## config.mk

```make
export PLATFORM = sky130hd
export DESIGN_NAME = serial_link_receiver
export DESIGN_NICKNAME = d
export VERILOG_FILES = /design/src/rtl/serial_link_receiver.sv
export SDC_FILE = /design/constraint.sdc
export NUM_CORES = 1
export LEC_CHECK = 0
export BUFFER_PORTS_ARGS = -buffer_cell sky130_fd_sc_hd__buf_2
export CAP_MARGIN = 20
export CELL_PAD_IN_SITES_DETAIL_PLACEMENT = 1
export CELL_PAD_IN_SITES_GLOBAL_PLACEMENT = 2
export CORE_MARGIN = 2
export CORE_UTILIZATION = 25
export CTS_CLUSTER_SIZE = 8
export DETAILED_ROUTE_END_ITERATION = 8
export GPL_TIMING_DRIVEN = 0
export PLACE_DENSITY_LB_ADDON = 0.1
export SETUP_SLACK_MARGIN = 0.2
export SYNTH_ARGS = -nofsm -noshare
export SYNTH_HDL_FRONTEND = slang
export SYNTH_SLANG_ARGS = --single-unit
```

## constraint.sdc

```tcl
create_clock -name clock -period 3.4 [get_ports clock]
set_input_delay 0.34 -clock clock [delete_from_list [all_inputs] [get_ports clock]]
set_output_delay 0.34 -clock clock [all_outputs]
set_load 0.03 [all_outputs]
```

## src/rtl/serial_link_receiver.sv

```systemverilog
// Serial link receive path: frames a 1-bit-per-clock line, checks stop/parity, and buffers one character.
// Optional parity bit compiled in with `define SERIAL_LINK_RX_PARITY_EN.
module serial_link_receiver #(
    parameter int DATA_WIDTH      = 8,
    parameter int ODD_PARITY      = 0,
    parameter int ERR_COUNT_WIDTH = 8
) (
    input  logic                       clock,
    input  logic                       reset,
    input  logic                       enable,
    input  logic                       serial_in,
    input  logic                       char_ready,
    output logic [DATA_WIDTH-1:0]      char_out,
    output logic                       char_valid,
    output logic                       parity_error,
    output logic                       framing_error,
    output logic                       overrun,
    output logic [ERR_COUNT_WIDTH-1:0] err_count,
    output logic                       busy
);

    localparam int IDX_W = (DATA_WIDTH > 1) ? $clog2(DATA_WIDTH) : 1;
    localparam logic [IDX_W-1:0] LAST_IDX = IDX_W'(DATA_WIDTH - 1);

    localparam logic [1:0] IDLE   = 2'd0;
    localparam logic [1:0] DATA   = 2'd1;
    localparam logic [1:0] STOP   = 2'd3;
`ifdef SERIAL_LINK_RX_PARITY_EN
    localparam logic [1:0] PARITY = 2'd2;
    localparam logic       ODD_BIT = (ODD_PARITY != 0);
`endif

    logic [1:0]            state;
    logic [DATA_WIDTH-1:0] shift_reg;
    logic [IDX_W-1:0]      bit_idx;
    logic                  parity_bad;

    logic stop_sample, stop_bad, par_bad_evt, commit, xfer, ovr_evt, err_evt;

`ifndef SERIAL_LINK_RX_PARITY_EN
    // No parity bit on the line, so ODD_PARITY has nothing to act on.
    assign parity_bad = 1'b0 && (ODD_PARITY != 0);
`endif

    always_comb begin
        stop_sample = (state == STOP) && enable;
        stop_bad    = stop_sample && !serial_in;
        par_bad_evt = stop_sample && serial_in && parity_bad;
        commit      = stop_sample && serial_in && !parity_bad;
        xfer        = char_valid && char_ready;
        ovr_evt     = commit && char_valid && !xfer;
        err_evt     = stop_bad || par_bad_evt || ovr_evt;
    end

    // Frame FSM; dropping enable abandons any partial frame silently.
    always_ff @(posedge clock) begin
        if (reset) begin
            state     <= IDLE;
            shift_reg <= '0;
            bit_idx   <= '0;
`ifdef SERIAL_LINK_RX_PARITY_EN
            parity_bad <= 1'b0;
`endif
        end else if (!enable) begin
            state <= IDLE;
        end else begin
            case (state)
                IDLE: begin
                    if (!serial_in) begin
                        state   <= DATA;
                        bit_idx <= '0;
                    end
                end
                DATA: begin
                    shift_reg[bit_idx] <= serial_in;
                    bit_idx            <= bit_idx + IDX_W'(1);
                    if (bit_idx == LAST_IDX) begin
                        bit_idx <= '0;
`ifdef SERIAL_LINK_RX_PARITY_EN
                        state   <= PARITY;
`else
                        state   <= STOP;
`endif
                    end
                end
`ifdef SERIAL_LINK_RX_PARITY_EN
                PARITY: begin
                    parity_bad <= (^shift_reg) ^ serial_in ^ ODD_BIT;
                    state      <= STOP;
                end
`endif
                STOP:    state <= IDLE;
                default: state <= IDLE;
            endcase
        end
    end

    // Holding register, registered error pulses and saturating error count.
    always_ff @(posedge clock) begin
        if (reset) begin
            char_out      <= '0;
            char_valid    <= 1'b0;
            parity_error  <= 1'b0;
            framing_error <= 1'b0;
            overrun       <= 1'b0;
            err_count     <= '0;
        end else begin
            parity_error  <= par_bad_evt;
            framing_error <= stop_bad;
            overrun       <= ovr_evt;
            if (commit && (!char_valid || xfer)) begin
                char_out   <= shift_reg;
                char_valid <= 1'b1;
            end else if (xfer) begin
                char_valid <= 1'b0;
            end
            if (err_evt && (err_count != '1))
                err_count <= err_count + 1'b1;
        end
    end

    assign busy = (state != IDLE);

endmodule

```

==> out/summary.txt <==
First-pass GRT wire length - 5.78 mm
CTS tree - built
Remaining antenna violation count - 0
Bufs and invs on worst path - 1
Crit path capture - err_count[6]
Average size of a mapped cell - 9.40 sq um
Postcts setup bufs - 0
FF-to-FF Start - err_count[0]
Synth area leader - dfxtp_1
Yosys warns - 0
Core area - 5470 sq um
Clock Latency Late Sink - 280 ps
Die Wd - 79.1 um
Worst Path Max Fanout - 5
Post-route clock period utilization - 0.462
Synth unique cells - 38
Area grow syn2layout - 22.2%
Crit Path Category - reg -> reg
Max-Cap Viols - 0
Via count - 1,192
Crit path DAT - 1720 ps
Initial Util - 0.258
Max clock buf depth - 2
DR WL/cell - 13.6 um
Final hold vios - 0
R2R setup slack - 1830 ps
Setup crit start - err_count[0]
Vias in the first global route - 1,160
Unrepaired setup endpoints after global routing - no
CP Depth - 5
Req. time, crit path - 3550 ps
Layout cells sized above 1 - 0.221
Area contributors post-synth - dfxtp_1 (45%), mux2i_1 (11%), nor2_1 (6.1%)
Post-synth top area share - 0.454
Period minus WS final - 1570 ps
Tightest Pin Transition - 532 ps
Post-CTS Resized - 0
Routability Congestion - 0.750
Outcome - completed
Crit-path max cell delay - 390 ps
Reg2reg path depth - 5
Tot GR Track Use - 0.121
Max VDD drop - 0.123 mV
Cells along the critical path - ha_1 -> inv_1 -> a2111oi_4 -> and4b_1 -> nor3_2
Gate Count Post-Synth - 150
Final setup violation count - 0
PwrDens - 443 nW/um^2
CTS Sinks - 32
Reg-to-reg endpoint - err_count[6]
Routed wire length - 3.44 mm
Initial DRT Pass Iterations - 4
CTS hold repair buffers - 0
DP Wirelength - 2.56 mm
Slowest cell on crit path - dfxtp_1
Leak pwr - 0.000670 uW
Largest net degree at the start of global routing - 11
Post-Syn Area - 1410 sq um
Initial antenna violation count - 0
Startpoint Class - flop
Min-delay worst type - in -> reg
Row Count - 27
Initial DRC count - 28
Max Clock Skew - 4.64 ps
Via density - 4.71
Worst-path clk slew - 70 ps
Flops & latches, synth - 32
Max Clock Freq - 0.636 GHz
Core Util, Final - 0.315
Die Ht - 79.1 um
GRT Residual Overflow - 0
Critical Path End Type - flop
Rel. slew slack - 0.645
Port bufs - 23
Setup TNS - 0 ps
Post-route total power - 764 uW
Root buffer cell - clkbuf_8
Net count after synthesis - 158
Slew Viols, Final - 0
H-tree levels - 2
Antenna diodes - 0
Die area - 6260 sq um
Worst hold slack - 396 ps
Delay-heaviest family, CP - flip-flops
IO Count - 26
Final #Nets - 188
CTS Buf Count - 5
# DRC - 0
Register area share after synthesis - 0.454
-- worst min-delay path by stage --
stage,slack (ps),start,cells after the start,end
floorplan,440,shift_reg[0],2,shift_reg[0]
global placement,460,shift_reg[0],2,shift_reg[0]
detailed placement,460,shift_reg[0],2,shift_reg[0]
CTS,390,enable,3,state[1]
global route,410,enable,3,state[1]
finish,400,enable,3,state[1]
-- cell families after synthesis --
| logic type | Yosys count | share of synthesized area |
|---|---|---|
| AND/OR/NAND/NOR | 64 | 0.255 |
| flip-flops | 32 | 0.454 |
| other | 1 | 0.00266 |
| buffers and inverters | 12 | 0.0381 |
| adder cells (fa/ha/maj) | 3 | 0.0266 |
| AO/OA/AOI/OAI | 23 | 0.117 |
| multiplexers | 15 | 0.106 |
-- cell type report --
cell class	count	area [sq um]
clock inverters	2	35.0
flip-flops and latches	32	641
multi-input cells	106	716
clock buffers	6	72.6
inverters	3	11.3
well taps	72	90.1
fillers	673	3750
plain buffers	9	42.5
repair buffers	23	115
-- cells in the mapped netlist (all sizes together) --
library cell,count
a2111oi,1
a211oi,2
a21o,1
a21oi,10
a22oi,2
a31o,1
a31oi,1
a41o,1
and2,1
and3,1
and4,3
and4b,1
and4bb,2
buf,3
clkbuf,6
conb,1
dfxtp,32
ha,3
inv,3
mux2i,15
nand2,6
nand2b,3
nand3,7
nand3b,4
nand4,1
nand4b,1
nor2,23
nor2b,1
nor3,5
nor3b,2
nor4b,1
o21ai,4
or2,1
or3,1
-- power by group --
group / switching, uW / internal [uW] / total, uW
Combinational: 19.4 / 8.22 / 27.7
Clock: 141 / 217 / 359
Sequential: 1.51 / 376 / 378
-- cells in the final DEF, fill, tap and decap left out, drive strengths merged, types with 2 or more instances in the layout --
cell type	n
a211oi	2
a21oi	10
a22oi	2
and4	3
and4bb	2
buf	26
clkbuf	12
dfxtp	32
ha	3
inv	3
mux2i	15
nand2	6
nand2b	3
nand3	7
nand3b	4
nor2	23
nor3	5
nor3b	2
o21ai	4
-- metrics by stage --
step / area, sq um / setup WS, ps / cells
after floorplan: 1410 / 1800 / 150
after global placement: 1620 / 1750 / 245
after detailed placement: 1620 / 1730 / 245
after CTS: 1720 / 1800 / 253
after global routing: 1720 / 1710 / 253
final: 1720 / 1830 / 253
-- routing by layer --
layer,global-route usage,up-vias,routed length (um)
li1,-,592,-
met1,0.147,576,1540
met3,0.0352,6,127
met4,0.0466,0,48
met2,0.201,18,1730
met5,0,-,0
-- worst min-delay path: stages --
cell and delay (ps):
buf_2 140, nand2_1 90, nor4b_1 50
(Power assumes the default switching activity.)
